==> src/rtl/vga_pkg.sv <==
// rtl/vga_pkg.sv - shared VGA timing constants, coordinate widths and colour type
package vga_pkg;

  localparam int H_ACTIVE = 640;
  localparam int H_FP     = 16;
  localparam int H_SYNC   = 96;
  localparam int H_BP     = 48;
  localparam int V_ACTIVE = 480;
  localparam int V_FP     = 10;
  localparam int V_SYNC   = 2;
  localparam int V_BP     = 33;

  localparam int H_TOTAL  = H_ACTIVE + H_FP + H_SYNC + H_BP;
  localparam int V_TOTAL  = V_ACTIVE + V_FP + V_SYNC + V_BP;

  localparam int CNT_W     = 10;
  localparam int COORD_X_W = 10;
  localparam int COORD_Y_W = 9;

  typedef struct packed {
    logic [7:0] r;
    logic [7:0] g;
    logic [7:0] b;
  } rgb_t;

  localparam rgb_t FG_COLOR = 24'hFFFFFF;
  localparam rgb_t BG_COLOR = 24'h000000;

endpackage

==> src/rtl/vga_scan_driver_if.sv <==
// rtl/vga_scan_driver_if.sv - renderer-facing coordinates plus VGA DAC pins
interface vga_scan_driver_if;
  import vga_pkg::*;

  logic                 render;
  logic [COORD_X_W-1:0] x;
  logic [COORD_Y_W-1:0] y;
  logic                 pix_en;
  logic                 frame_start;
  logic                 vga_clk;
  logic                 vga_hs;
  logic                 vga_vs;
  logic                 vga_blank_n;
  logic [7:0]           vga_r;
  logic [7:0]           vga_g;
  logic [7:0]           vga_b;

  modport master (
    input  render,
    output x, y, pix_en, frame_start,
    output vga_clk, vga_hs, vga_vs, vga_blank_n, vga_r, vga_g, vga_b
  );

  modport slave (
    output render,
    input  x, y, pix_en, frame_start,
    input  vga_clk, vga_hs, vga_vs, vga_blank_n, vga_r, vga_g, vga_b
  );

endinterface

==> src/rtl/vga_scan_counter.sv <==
// rtl/vga_scan_counter.sv - pixel phase bit and horizontal/vertical scan counters
module vga_scan_counter #(
  parameter int H_TOTAL = vga_pkg::H_TOTAL,
  parameter int V_TOTAL = vga_pkg::V_TOTAL
) (
  input  logic                      clk,
  input  logic                      reset_n,
  output logic                      phase,
  output logic [vga_pkg::CNT_W-1:0] hcount,
  output logic [vga_pkg::CNT_W-1:0] vcount,
  output logic                      wrap
);

  localparam int CW = vga_pkg::CNT_W;
  localparam logic [CW-1:0] H_LAST = CW'(H_TOTAL - 1);
  localparam logic [CW-1:0] V_LAST = CW'(V_TOTAL - 1);

  logic h_last;
  logic v_last;

  assign h_last = (hcount == H_LAST);
  assign v_last = (vcount == V_LAST);
  // Asserted during the phase-1 clk whose edge takes the scan back to (0,0)
  assign wrap   = phase && h_last && v_last;

  // Phase alternates every clk, splitting each pixel into two clks
  always_ff @(posedge clk or negedge reset_n) begin
    if (!reset_n) begin
      phase <= 1'b0;
    end else begin
      phase <= ~phase;
    end
  end

  // Counters step once per pixel, on the phase-1 edge; line advances on hcount wrap
  always_ff @(posedge clk or negedge reset_n) begin
    if (!reset_n) begin
      hcount <= '0;
      vcount <= '0;
    end else if (phase) begin
      if (h_last) begin
        hcount <= '0;
        vcount <= v_last ? '0 : vcount + CW'(1);
      end else begin
        hcount <= hcount + CW'(1);
      end
    end
  end

endmodule

==> src/rtl/vga_scan_driver.sv <==
// rtl/vga_scan_driver.sv - VGA scan driver: sync decode, render capture, colour mux
module vga_scan_driver #(
  parameter int            H_ACTIVE = vga_pkg::H_ACTIVE,
  parameter int            H_FP     = vga_pkg::H_FP,
  parameter int            H_SYNC   = vga_pkg::H_SYNC,
  parameter int            H_BP     = vga_pkg::H_BP,
  parameter int            V_ACTIVE = vga_pkg::V_ACTIVE,
  parameter int            V_FP     = vga_pkg::V_FP,
  parameter int            V_SYNC   = vga_pkg::V_SYNC,
  parameter int            V_BP     = vga_pkg::V_BP,
  parameter vga_pkg::rgb_t FG_COLOR = vga_pkg::FG_COLOR,
  parameter vga_pkg::rgb_t BG_COLOR = vga_pkg::BG_COLOR
) (
  input  logic              clk,
  input  logic              reset_n,
  vga_scan_driver_if.master bus
);

  localparam int CW = vga_pkg::CNT_W;
  localparam logic [CW-1:0] H_ACT  = CW'(H_ACTIVE);
  localparam logic [CW-1:0] HS_BEG = CW'(H_ACTIVE + H_FP);
  localparam logic [CW-1:0] HS_END = CW'(H_ACTIVE + H_FP + H_SYNC);
  localparam logic [CW-1:0] V_ACT  = CW'(V_ACTIVE);
  localparam logic [CW-1:0] VS_BEG = CW'(V_ACTIVE + V_FP);
  localparam logic [CW-1:0] VS_END = CW'(V_ACTIVE + V_FP + V_SYNC);

  logic          phase;
  logic          wrap;
  logic [CW-1:0] hcount;
  logic [CW-1:0] vcount;

  logic          active;
  logic          hs_next;
  logic          vs_next;
  vga_pkg::rgb_t rgb_next;

  logic          hs_q;
  logic          vs_q;
  logic          blank_q;
  vga_pkg::rgb_t rgb_q;
  logic          fs_q;
  logic          boot_q;

  vga_scan_counter #(
    .H_TOTAL (H_ACTIVE + H_FP + H_SYNC + H_BP),
    .V_TOTAL (V_ACTIVE + V_FP + V_SYNC + V_BP)
  ) u_counter (
    .clk     (clk),
    .reset_n (reset_n),
    .phase   (phase),
    .hcount  (hcount),
    .vcount  (vcount),
    .wrap    (wrap)
  );

  // Decode sync/active for the pixel currently on x/y; render only matters inside the active area
  always_comb begin
    active   = (hcount < H_ACT) && (vcount < V_ACT);
    hs_next  = !((hcount >= HS_BEG) && (hcount < HS_END));
    vs_next  = !((vcount >= VS_BEG) && (vcount < VS_END));
    rgb_next = '0;
    if (active) begin
      rgb_next = bus.render ? FG_COLOR : BG_COLOR;
    end
  end

  // Pins load on the phase-1 edge from pre-advance counts, so they trail x/y by one pixel
  always_ff @(posedge clk or negedge reset_n) begin
    if (!reset_n) begin
      hs_q    <= 1'b1;
      vs_q    <= 1'b1;
      blank_q <= 1'b0;
      rgb_q   <= '0;
    end else if (phase) begin
      hs_q    <= hs_next;
      vs_q    <= vs_next;
      blank_q <= active;
      rgb_q   <= rgb_next;
    end
  end

  // Wrap pulse lands on the next phase-0 clk; boot_q flags the very first clk out of reset
  always_ff @(posedge clk or negedge reset_n) begin
    if (!reset_n) begin
      fs_q   <= 1'b0;
      boot_q <= 1'b1;
    end else begin
      fs_q   <= wrap;
      boot_q <= 1'b0;
    end
  end

  assign bus.x           = hcount;
  assign bus.y           = vcount[vga_pkg::COORD_Y_W-1:0];
  assign bus.pix_en      = phase;
  assign bus.vga_clk     = phase;
  // reset_n gate keeps the boot pulse low while reset is held
  assign bus.frame_start = fs_q | (boot_q & reset_n);
  assign bus.vga_hs      = hs_q;
  assign bus.vga_vs      = vs_q;
  assign bus.vga_blank_n = blank_q;
  assign bus.vga_r       = rgb_q.r;
  assign bus.vga_g       = rgb_q.g;
  assign bus.vga_b       = rgb_q.b;

endmodule
==> src/flat_wrapper.sv <==
// flat-port wrapper written by rule: the top's interface ports become plain ports
module vga_scan_driver_flat 
#(
  parameter int            H_ACTIVE = vga_pkg::H_ACTIVE,
  parameter int            H_FP     = vga_pkg::H_FP,
  parameter int            H_SYNC   = vga_pkg::H_SYNC,
  parameter int            H_BP     = vga_pkg::H_BP,
  parameter int            V_ACTIVE = vga_pkg::V_ACTIVE,
  parameter int            V_FP     = vga_pkg::V_FP,
  parameter int            V_SYNC   = vga_pkg::V_SYNC,
  parameter int            V_BP     = vga_pkg::V_BP,
  parameter vga_pkg::rgb_t FG_COLOR = vga_pkg::FG_COLOR,
  parameter vga_pkg::rgb_t BG_COLOR = vga_pkg::BG_COLOR
)
  (clk, reset_n, bus_render, bus_x, bus_y, bus_pix_en, bus_frame_start, bus_vga_clk, bus_vga_hs, bus_vga_vs, bus_vga_blank_n, bus_vga_r, bus_vga_g, bus_vga_b);
  vga_scan_driver_if bus_i ();
  input  logic clk;
  input  logic reset_n;
  input wire logic [$bits(bus_i.render)-1:0] bus_render;
  output wire logic [$bits(bus_i.x)-1:0] bus_x;
  output wire logic [$bits(bus_i.y)-1:0] bus_y;
  output wire logic [$bits(bus_i.pix_en)-1:0] bus_pix_en;
  output wire logic [$bits(bus_i.frame_start)-1:0] bus_frame_start;
  output wire logic [$bits(bus_i.vga_clk)-1:0] bus_vga_clk;
  output wire logic [$bits(bus_i.vga_hs)-1:0] bus_vga_hs;
  output wire logic [$bits(bus_i.vga_vs)-1:0] bus_vga_vs;
  output wire logic [$bits(bus_i.vga_blank_n)-1:0] bus_vga_blank_n;
  output wire logic [$bits(bus_i.vga_r)-1:0] bus_vga_r;
  output wire logic [$bits(bus_i.vga_g)-1:0] bus_vga_g;
  output wire logic [$bits(bus_i.vga_b)-1:0] bus_vga_b;
  assign bus_i.render = bus_render;
  assign bus_x = bus_i.x;
  assign bus_y = bus_i.y;
  assign bus_pix_en = bus_i.pix_en;
  assign bus_frame_start = bus_i.frame_start;
  assign bus_vga_clk = bus_i.vga_clk;
  assign bus_vga_hs = bus_i.vga_hs;
  assign bus_vga_vs = bus_i.vga_vs;
  assign bus_vga_blank_n = bus_i.vga_blank_n;
  assign bus_vga_r = bus_i.vga_r;
  assign bus_vga_g = bus_i.vga_g;
  assign bus_vga_b = bus_i.vga_b;
  vga_scan_driver #(.H_ACTIVE(H_ACTIVE), .H_FP(H_FP), .H_SYNC(H_SYNC), .H_BP(H_BP), .V_ACTIVE(V_ACTIVE), .V_FP(V_FP), .V_SYNC(V_SYNC), .V_BP(V_BP), .FG_COLOR(FG_COLOR), .BG_COLOR(BG_COLOR)) u_core (.clk(clk), .reset_n(reset_n), .bus(bus_i));
endmodule
==> config.mk <==
export PLATFORM = sky130hd
export DESIGN_NAME = vga_scan_driver_flat
export DESIGN_NICKNAME = d
export VERILOG_FILES = /design/src/rtl/vga_pkg.sv /design/src/rtl/vga_scan_driver_if.sv /design/src/rtl/vga_scan_counter.sv /design/src/rtl/vga_scan_driver.sv /design/src/flat_wrapper.sv
export SDC_FILE = /design/constraint.sdc
export NUM_CORES = 1
export LEC_CHECK = 0
export BUFFER_PORTS_ARGS = -buffer_cell sky130_fd_sc_hd__buf_4
export CORE_MARGIN = 5
export CORE_UTILIZATION = 50
export CTS_CLUSTER_SIZE = 25
export DETAILED_ROUTE_END_ITERATION = 10
export HOLD_SLACK_MARGIN = 0.08
export PLACE_DENSITY_LB_ADDON = 0.3
export RECOVER_POWER = 25
export SLEW_MARGIN = 25
export SYNTH_ARGS = -nofsm -noshare
export SYNTH_HDL_FRONTEND = slang
export SYNTH_HIERARCHICAL = 1
export SYNTH_SLANG_ARGS = --single-unit
==> constraint.sdc <==
create_clock -name clk -period 1.7 [get_ports clk]
set_input_delay 0.425 -clock clk [delete_from_list [all_inputs] [get_ports clk]]
set_output_delay 0.425 -clock clk [all_outputs]
set_load 0.005 [all_outputs]
==> impl_metrics.tcl <==
set metrics [dict create \
    drc_errors 0 \
    core-area_um2 3030 \
    yosysSeqAreaShare 0.437 \
    grt_pass1_vias 1326 \
    synth_nets 162 \
    clkTransAtPathRegs_ns 0.15 \
    synthArstFlopShare 1.00 \
    crit_family "flip-flops" \
    die_w_um 65.8 \
    setup_viol 0 \
    fmax_mhz 620 \
    gp_congestion 0.975 \
    grt_max_degree 28 \
    grt_pass1_wl_um 5910 \
    syn_avg_cell_area_um2 9.97 \
    post-route-period-util 0.949 \
    worstMarginPinSlew_ns 0.650 \
    r2r_cells 6 \
    h-tree-depth 1 \
    yosys_warnings 6 \
    clkPwrFrac 0.282 \
    hold_class "input port to asynchronous set/reset pin" \
    criticalPathCategory "register to register" \
    cts_sinks 27 \
    vias 1340 \
    slew_headroom 0.567 \
    synthFlopType "dfrtp_1" \
    sequentialPowerShare 0.649 \
    cts_root_buf "clkbuf_4" \
    port_buffers 51 \
    peakVddDrop_mv 0.413 \
    final_nets 210 \
    leakage_uw 0.000932 \
    cts_made_buffers 3 \
    routedWlPerCell_um 14.9 \
    yosys.area.top_type "dfrtp_1" \
    switching_power_uw 233 \
    syn_to_final_growth_pct 26.7 \
    dieArea_um2 4330 \
    worst-path-stages 6 \
    synth_area_leaders "dfrtp_1 39%, buf_4 12%, dfstp_2 5.1%" \
    dr.pass1.iters 4 \
    drt-vias-per-instance 5.43 \
    core.rowCount 20 \
    drt_iter0_drc 85 \
    drive_gt1_frac 0.429 \
    ctsHoldBuffers 0 \
    final-hold-violation-count 0 \
    synth_top_area_frac 0.386 \
    cts_tree "yes" \
    worstPathMaxFanout 7 \
    crit_buf_inv 1 \
    critical_path_arrival_ns 1.85 \
    synth_cell_type_count 42 \
    power.density_nw_per_um2 511 \
    diodes 0 \
    io_pins 52 \
    start_util 0.514 \
    cp_slowest_cell "dfrtp_1" \
    ys_ff_latch 27 \
    antenna_found_initial 0 \
    clkLatencyLatePin_ns 0.33 \
    clock_path_buffers 2 \
    cell_internal_pwr_uw 774 \
    finalWirelength_um 3680 \
    syn_area_um2 1560 \
    finClkSkew_ns 0.00475 \
    swShare 0.232 \
    comb_power_share 0.069 \
    die_h_um 65.8 \
    grt_setup_unrepaired "false" \
    grtUsageTotal 0.176 \
    slew_violations 0 \
    status "completed" \
    ant_nets 0 \
    netlist_top_cells_count "24 x buf_4, 24 x dfrtp_1, 15 x nand2_1" \
    overflow 0 \
    hpwl_um 2770 \
    setup_tns_ns 0 \
    placedCellCount 242 \
    critPathMaxStageDelay_ns 0.44 \
    final_cells 247 \
    cap_violations 0 \
    fin_crit_ns 1.61 \
    path_cells "inv_1, ha_1, and4bb_2, nand3_2, a21o_2, a32o_1" \
    synthCells 156 \
    critical_path.endpoint_type "register" \
    start_kind "register" \
    crit_required_ns 1.94 \
    synth_enable_flop_cells 0 \
]
-- path summary, 6_finish.rpt --
check / endpoint / from / slack (ns)
max in group asynchronous: u_core/bus.vga_r[6] / reset_n / 0.96
worst max register to register: u_core/u_counter/vcount[3] / u_core/u_counter/vcount[0] / 0.09
worst min-delay path: u_core/u_counter/vcount[2] / reset_n / 0.28
worst min register to register: u_core/bus.vga_blank_n / u_core/bus.vga_blank_n / 0.52
min in group clk: u_core/bus.vga_r[6] / bus_render / 0.35
worst max-delay path: u_core/u_counter/vcount[3] / u_core/u_counter/vcount[0] / 0.09
-- metal layers --
metal  global-route usage  vias to the layer above  routed length (um)
met5                    0                        -                   0
met4               0.0803                        0                  62
met3               0.0442                        8                 315
met2                0.312                       73                1810
met1                0.197                      634                1480
li1                     -                      625                   -
-- final cells by class --
type	count	area [um^2]
multi-input cells	97	672
clock inverters	1	5.00
inverters	6	22.5
clock buffers	3	22.5
repair buffers	69	512
well taps	44	55.1
flip-flops and latches	27	682
fillers	259	1060
-- repair_timing --
item / in CTS / in global routing
cloned: 0 / 0
resized for setup: 1 / 4
buffers inserted: 0 / 1
endpoints found under the setup margin: 24 / 6
-- power by group through the flow --
stage | logic [uW] | registers, uW | clock network, uW
4_1_cts | 73.7 | 654 | 291
5_1_grt | 76.6 | 656 | 322
2_1_floorplan | 46.5 | 664 | 0
3_5_place_dp | 74.5 | 665 | 0
6_report | 69.3 | 654 | 284
3_3_place_gp | 73.2 | 665 | 0
-- per-stage QoR --
step	hold slack [ns]	worst slack, ns	power, uW	util	cell area [um^2]
6_report	0.279	0.0870	1010	0.651	1970
5_1_grt	0.328	0.00926	1050	0.651	1970
2_1_floorplan	0.129	0.0868	711	-	1560
4_1_cts	0.0961	0.0274	1020	0.647	1960
3_5_place_dp	0.475	0.0499	740	0.638	1930
3_3_place_gp	0.472	0.153	738	0.638	1930
-- flip-flops by register name, indices dropped and copies added (netlist names) --
register,cells
u_core/boot_q,1
u_core/bus.vga_blank_n,1
u_core/bus.vga_hs,1
u_core/bus.vga_r,1
u_core/bus.vga_vs,1
u_core/fs_q,1
u_core/u_counter/hcount,10
u_core/u_counter/phase,1
u_core/u_counter/vcount,10
-- kinds of logic after synthesis --
logic type                 synth area share
and+or+nand+nor                       0.233
buffers and inverters                 0.137
DFF                                   0.437
AOI/OAI and AO/OA                     0.116
xor gates and xnor gates             0.0507
adders and majority gates            0.0241
other                               0.00241
-- placed cells by master (no fill, tap or decap), drive strengths merged, types with 3 or more instances in the layout --
master / Yosys / layout
buf: 26 / 67
nand4: 3 / 3
dfstp: 3 / 3
nand2b: 5 / 5
nand2: 15 / 15
o21ai: 8 / 8
and3: 6 / 6
nor3: 3 / 3
inv: 6 / 6
nand3: 8 / 8
clkbuf: 0 / 5
dfrtp: 24 / 24
ha: 3 / 3
nor2: 7 / 7
and4: 4 / 4
xnor2: 7 / 7
Note: power is estimated with default switching activity, not from simulation.
